## src/rtl/logic_op_arbiter.sv

```systemverilog
// logic_op_arbiter: round-robin share of one W-bit logic-op unit (d = a & (b | c), r = a & b) among N requesters
// Ports:
//   clk        rising-edge clock
//   rst_n      asynchronous active-low reset
//   req        per-requester level request, dropped after its gnt bit is seen
//   op_a/b/c   packed operands, requester i owns bits [i*W +: W]
//   gnt        one-hot single-cycle pulse: that requester's operands were captured
//   res_valid  result available, held until res_ready
//   res_ready  consumer accepts the result
//   res_id     index of the requester owning the result
//   res_d      a & (b | c)
//   res_r      a & b
module logic_op_arbiter #(
    parameter int W    = 4,
    parameter int N    = 3,
    parameter int ID_W = 2
) (
    input  logic            clk,
    input  logic            rst_n,
    input  logic [N-1:0]    req,
    input  logic [N*W-1:0]  op_a,
    input  logic [N*W-1:0]  op_b,
    input  logic [N*W-1:0]  op_c,
    output logic [N-1:0]    gnt,
    output logic            res_valid,
    input  logic            res_ready,
    output logic [ID_W-1:0] res_id,
    output logic [W-1:0]    res_d,
    output logic [W-1:0]    res_r
);
    typedef enum logic [1:0] {IDLE, CALC, RESP} state_t;
    state_t          r_state;
    state_t          w_next;
    logic [ID_W-1:0] r_ptr;
    logic [ID_W-1:0] r_id;
    logic [W-1:0]    r_a;
    logic [W-1:0]    r_b;
    logic [W-1:0]    r_c;
    logic [ID_W-1:0] w_win;
    logic [ID_W-1:0] w_next_ptr;
    logic            w_grant;
    logic            w_calc;
    logic            w_done;
    // Scan downward from ptr+N-1 to ptr so the requester closest to ptr is the last assignment and wins
    always_comb begin
        w_win = '0;
        for (int k = N - 1; k >= 0; k--) begin
            int idx;
            idx = (int'(r_ptr) + k) % N;
            if (req[idx]) w_win = ID_W'(idx);
        end
    end
    assign w_next_ptr = (w_win == ID_W'(N - 1)) ? '0 : w_win + 1'b1;
    always_ff @(posedge clk or negedge rst_n) begin
        if (!rst_n) r_state <= IDLE;
        else        r_state <= w_next;
    end
    always_comb begin
        w_next = IDLE;
        case (r_state)
            IDLE:    w_next = (|req) ? CALC : IDLE;
            CALC:    w_next = RESP;
            RESP:    w_next = res_ready ? IDLE : RESP;
            default: w_next = IDLE;
        endcase
    end
    always_comb begin
        w_grant = (r_state == IDLE) && (|req);
        w_calc  = (r_state == CALC);
        w_done  = (r_state == RESP) && res_ready;
    end
    always_ff @(posedge clk or negedge rst_n) begin
        if (!rst_n) begin
            gnt       <= '0;
            res_valid <= 1'b0;
            res_id    <= '0;
            res_d     <= '0;
            res_r     <= '0;
            r_ptr     <= '0;
            r_id      <= '0;
            r_a       <= '0;
            r_b       <= '0;
            r_c       <= '0;
        end else begin
            gnt <= w_grant ? (N'(1) << w_win) : '0;
            if (w_grant) begin
                r_a   <= op_a[w_win*W +: W];
                r_b   <= op_b[w_win*W +: W];
                r_c   <= op_c[w_win*W +: W];
                r_id  <= w_win;
                r_ptr <= w_next_ptr;
            end
            if (w_calc) begin
                res_d     <= r_a & (r_b | r_c);
                res_r     <= r_a & r_b;
                res_id    <= r_id;
                res_valid <= 1'b1;
            end else if (w_done) begin
                res_valid <= 1'b0;
            end
        end
    end
endmodule

```

## config.mk

```make
export PLATFORM = sky130hd
export DESIGN_NAME = logic_op_arbiter
export DESIGN_NICKNAME = d
export VERILOG_FILES = /design/src/rtl/logic_op_arbiter.sv
export SDC_FILE = /design/constraint.sdc
export NUM_CORES = 1
export LEC_CHECK = 0
export ABC_AREA = 1
export CORE_MARGIN = 10
export CORE_UTILIZATION = 45
export DETAILED_ROUTE_END_ITERATION = 8
export DONT_BUFFER_PORTS = 1
export PLACE_DENSITY_LB_ADDON = 0.05
export RECOVER_POWER = 50
export REMOVE_ABC_BUFFERS = 1
export SLEW_MARGIN = 20
export SYNTH_ARGS = -nofsm -noshare
export SYNTH_HDL_FRONTEND = slang
export SYNTH_SLANG_ARGS = --single-unit
```

## constraint.sdc

```tcl
create_clock -name clk -period 2.7 [get_ports clk]
set_input_delay 0.54 -clock clk [delete_from_list [all_inputs] [get_ports clk]]
set_output_delay 0.54 -clock clk [all_outputs]
set_load 0.02 [all_outputs]
```

# After elaboration in Yosys (flattened, before gate mapping)
# Cells that the tools add are included.
[word_totals] regBits=32 input_bits=42 out_inout_bits=14 word_cells=54
[classes] addsub=3 n_div=3 n_lt_le_gt_ge=3 eq_ne=3 n_shift=4 n_mux=19 bitwise=3 reduce_logical=5
[op_table] operator="$lt A32 B4 Y1 const B" n=3
[op_table] operator="$mod A32 B3 Y32 const B" n=2
[op_table] operator="$shiftx A12 B5 Y4" n=3
[op_table] operator="$mod A3 B3 Y32 const B" n=1
[op_table] operator="$mux W2" n=5
[op_table] operator="$mux W1" n=9
[op_table] operator="$and A4 B4 Y4" n=2
[op_table] operator="$bmux W1 S2" n=3
[op_table] operator="$pmux W2 S3" n=1
[op_table] operator="$eq A2 B2 Y1 const B" n=2
[op_table] operator="$or A4 B4 Y4" n=1
[op_table] operator="$add A2 B1 Y3 const B" n=1
[op_table] operator="$add A2 B2 Y3 const B" n=1
[op_table] operator="$mux W3" n=1
[op_table] operator="$reduce_or A3 Y1" n=1
[op_table] operator="$shl A1 B2 Y3 const A" n=1
[op_table] operator="$add A2 B1 Y2 const B" n=1
[op_table] operator="$eq A2 B1 Y1 const B" n=1
[op_table] operator="$logic_and A1 B1 Y1" n=2
[op_table] operator="$logic_not A2 Y1" n=1
[op_table] operator="$reduce_bool A2 Y1" n=1

# Logic depth before layout (Yosys ltp)
[depth] ltp_word=10 depth_mapped=14 ltp_nobuf=14

# Least setup slack after synthesis
# No wires, ideal clock.
[synth_path] path_kind="register to register" start="register r_ptr[0]" end="register r_a[1]" setup_time_ps=118 arrival_time_ps=1654 setup_slack_ps=928 path_stages_with_launch=14 path_buffers=1 path_cell_list="dfrtp_1 inv_1 ha_1 inv_2 nand2_1 nand3_2 nand2_2 nand2_1 nand3_2 nand2_4 buf_6 nand2_4 o21ai_2 o21ai_2"
[synth_via] elab_chain_cells=9
[synth_lines] item="from (decl)" line="34" text="logic [ID_W-1:0] r_ptr;"
[synth_lines] item="from (signal assigned)" line="91" text="r_ptr <= w_next_ptr;"
[synth_lines] item="$add A2 B2 Y3" line="49" text="idx = (int'(r_ptr) + k) % N;"
[synth_lines] item="$mod A32 B3 Y32" line="49"
[synth_lines] item="$bmux W1 S2" line="50" text="if (req[idx]) w_win = ID_W'(idx);"
[synth_lines] item="$mux W1 (implied by the code) (2 in a row)" line="50"
[synth_lines] item="$mux W2 (2 in a row)" line="50"
[synth_lines] item="$mux W2 *" line="50"
[synth_lines] item="$shiftx A12 B5 Y4 *" line="87" text="r_a <= op_a[w_win*W +: W];"
[synth_lines] item="to (signal assigned)" line="87"
[synth_lines] item="to (decl)" line="36" text="logic [W-1:0] r_a;"
# Every way passes the cells marked *; elsewhere a longest branch is shown, timed or not. The select of a mux whose other input is x is not followed.
# A chain may end at the register's enable or synchronous reset.

# Final worst setup path
[layout_path] start="register r_ptr[1]" end="register r_b[0]"
[layout_via] elab_chain_cells=9
[layout_lines] item="$add A2 B2 Y3" line="49"
[layout_lines] item="$mod A32 B3 Y32" line="49"
[layout_lines] item="$bmux W1 S2" line="50"
[layout_lines] item="$mux W1 (implied by the code) (2 in a row)" line="50"
[layout_lines] item="$mux W2 (2 in a row)" line="50"
[layout_lines] item="$mux W2 *" line="50"
[layout_lines] item="$shiftx A12 B5 Y4 *" line="88" text="r_b <= op_b[w_win*W +: W];"
[layout_lines] item="to (signal assigned)" line="88"
[layout_lines] item="to (decl)" line="37" text="logic [W-1:0] r_b;"
# Marked as above.

==> results.yml <==
clocking:
  clock_latency_ns: 0.28
  cts.sinks: 32
  path_clk_slew_ns: 0.07
  cts_buffers: 5
  ctsHoldBuffers: 1
  cts_htree_levels: 2
  ctsResizeCount: 0
  cts_tree: "yes"
  cts_buffer_depth: 2
  postCtsSetupRepairBufs: 0
  cts_root_buf: "clkbuf_8"
sta:
  rsz0062_at_grt: "false"
  hold_viol: 0
  skew_ns: 0.00375
  min_period_ns: 1.96
  slew_headroom_pct: -6.72
  min_period_over_period_pct: 72.8
  max_freq_ghz: 0.509
  setup_viol: 0
  slew_viol_final: 33
  tightest_slew_ns: 1.60
  finalSetupTns_ns: 0
floorplanning:
  chipWidth_um: 85.4
  start_util_pct: 47.4
  pin_count: 56
  num_rows: 23
  die-height_um: 85.4
  die_area_mm2: 0.00729
  coreArea_mm2: 0.00406
logic_synthesis:
  ys_types: 27
  synth_top_area_cell: "dfrtp_1"
  yosysMostFrequentCell: "nand2_1"
  syn_inst: 249
  synth_area_leaders: "dfrtp_1, nand2_1, nand3_1"
  ys_seq_area_share_pct: 41.6
  netlist_area_mm2: 0.00192
  syn-mean-instance-area_um2: 7.72
  synth_edf_count: 0
  synth_flop_cell: "dfrtp_1"
  synth.top_cell.area_share_pct: 41.6
  yosys_warnings: 0
  async_flop_share_pct: 100
  ys_top_cells_by_count: "nand2_1, inv_1, nand3_1"
  synth-seq-cells: 32
setup_path:
  crit_chain: "inv_1 > ha_1 > inv_1 > nand3_2 > nand2_2 > nand2_1 > nand3_2 > nand2_4 > nand2_1 > o21ai_2 > o21ai_2"
  worstPathRequired_ns: 2.87
  arrival_ns: 2.13
  r2r_cells: 11
  rr_startpoint: "r_ptr[1]$_DFFE_PN0P_"
  r2r_setup_slack_ns: 0.74
  startpoint_type: "flop"
  setup.worst_path.class: "reg2reg"
  end_kind: "flop"
  r2r-end: "r_b[0]$_DFFE_PN0P_"
  slowest_delay_ns: 0.40
  worstPathMaxFanout: 17
  critPathSlowestCell: "dfrtp_1"
detailed_routing:
  wl_um: 4310
  avgViaCountPerCell: 4.97
  drt_iter0_markers: 84
  first_pass_iters: 4
  vias: 1506
  antenna_left: 0
  post_drt_wl_per_cell_um: 14.2
  drc: 0
finish:
  final_nets: 297
  fill_cells: 404
  antennaDiodeCount: 0
  syn_to_final_growth_pct: 7.29
  drive_gt1_share_pct: 17.0
  instances_no_fill: 303
power_and_ir_drop:
  p_leak_nw: 1.11
  pwr_density_cell_mw_per_mm2: 1430
  vdd.ir_drop.worst_mv: 0.627
place:
  dp_hpwl_um: 3510
  gp_congestion: 0.849
  dp.cells: 294
  io_buffers: 0
min_path:
  hold_depth: 2
  hp-class: "in2reg"
  hold_path_end: "r_a[0]$_DFFE_PN0P_"
  worstHoldStart: "op_a[0]"
run_status:
  outcome: "complete, but fails checks"
  violations: "max-capacitance violations, max-slew violations"
run:
  maxCapViolCount: 1
global_routing:
  grt_max_degree: 33
  grt_usage_pct: 12.6
  grt_pass1_wl_um: 7600
  antenna_found_initial: 0
  grt_overflow_total: 0
  grt_pass1_vias: 1579
[worst max-delay path, delay by kind of cell (launching register included)]
kind / cells / cell delay, ns
buf+inv: 2 / 0.25
flops: 1 / 0.40
simple gates: 6 / 0.72
compound gates: 2 / 0.14
fa+ha+maj: 1 / 0.34
[registers in the layout (all words and copies together), names as in the netlist]
name       flops
r_a            4
r_b            4
r_c            4
res_d          4
res_r          4
gnt            3
r_id           2
r_ptr          2
r_state        2
res_id         2
res_valid      1
[placed cells by master, fill, tap and decap left out]
cell,n
o21ai_1,5
nand3_2,2
o22ai_1,1
dfrtp_1,32
nand3_4,1
nor2_8,1
a21oi_1,5
o211ai_1,1
nand2_1,65
a21oi_2,1
o21ai_0,12
clkbuf_1,2
nand2_2,5
o22ai_2,1
clkinvlp_4,1
clkbuf_8,5
o21ai_2,14
nor3_1,1
nand2_4,4
bufinv_16,1
clkinv_1,1
inv_1,42
ha_1,3
a31oi_4,1
nor2_1,7
clkinv_2,1
nand3_1,33
inv_2,5
[worst max path at each step]
| stage | from | to | slack [ns] | cells past startpoint |
|---|---|---|---|---|
| 4_1_cts | r_ptr[1]$_DFFE_PN0P_ | r_b[0]$_DFFE_PN0P_ | 0.73 | 11 |
| 3_3_place_gp | r_ptr[0]$_DFFE_PN0P_ | r_b[0]$_DFFE_PN0P_ | 0.76 | 14 |
| 5_1_grt | r_ptr[1]$_DFFE_PN0P_ | r_b[3]$_DFFE_PN0P_ | 0.48 | 11 |
| 6_report | r_ptr[1]$_DFFE_PN0P_ | r_b[0]$_DFFE_PN0P_ | 0.74 | 11 |
| 3_5_place_dp | r_ptr[1]$_DFFE_PN0P_ | r_b[0]$_DFFE_PN0P_ | 0.74 | 11 |
| 2_1_floorplan | r_ptr[0]$_DFFE_PN0P_ | r_a[0]$_DFFE_PN0P_ | 0.94 | 12 |
[logic make-up (layout without fill, tap and decap cells)]
| group | count (synthesis) | count (layout) | synth area share, % |
|---|---|---|---|
| AOI/OAI and AO/OA | 41 | 41 | 15.0 |
| buffers and inverters | 54 | 58 | 11.5 |
| adders and majority gates | 3 | 3 | 1.95 |
| and+or+nand+nor | 119 | 119 | 29.9 |
| DFF | 32 | 32 | 41.6 |
[metal layers]
metal	vias up	track usage [%]	share of wire, %
met4	0	3.14	0.23
met3	2	5.93	8.5
met5	-	0	0
met2	40	18.5	46
li1	793	-	-
met1	671	16.3	45
[area by class of cell]
cell class	count	area, µm²	share of cell area (%)
tap	50	62.6	3.03
sequential	32	801	38.8
inverter	48	180	8.73
clock buffer	5	68.8	3.34
multi-input combinational	163	901	43.7
timing repair buffer	2	7.51	0.364
clock inverter	3	42.5	2.06
[through the flow]
stage	setup WS (ns)	hold slack, ns	utilization [%]	cell area [µm²]	power, mW
3_5_place_dp	0.740	0.245	48.1	1950	2.55
3_3_place_gp	0.761	0.245	48.1	1950	2.52
5_1_grt	0.485	0.432	50.8	2060	3.32
4_1_cts	0.730	0.0787	51.3	2080	3.01
2_1_floorplan	0.942	0.244	-	1880	2.22
6_report	0.735	0.426	50.8	2060	2.95
[power breakdown]
group	leakage [nW]	total (mW)	switching, mW	internal (mW)
clock	0.0541	0.444	0.171	0.273
combinational	0.656	1.56	1.04	0.527
sequential	0.396	0.947	0.241	0.706
total	1.11	2.95	1.45	1.51
(Power assumes the default switching activity.)
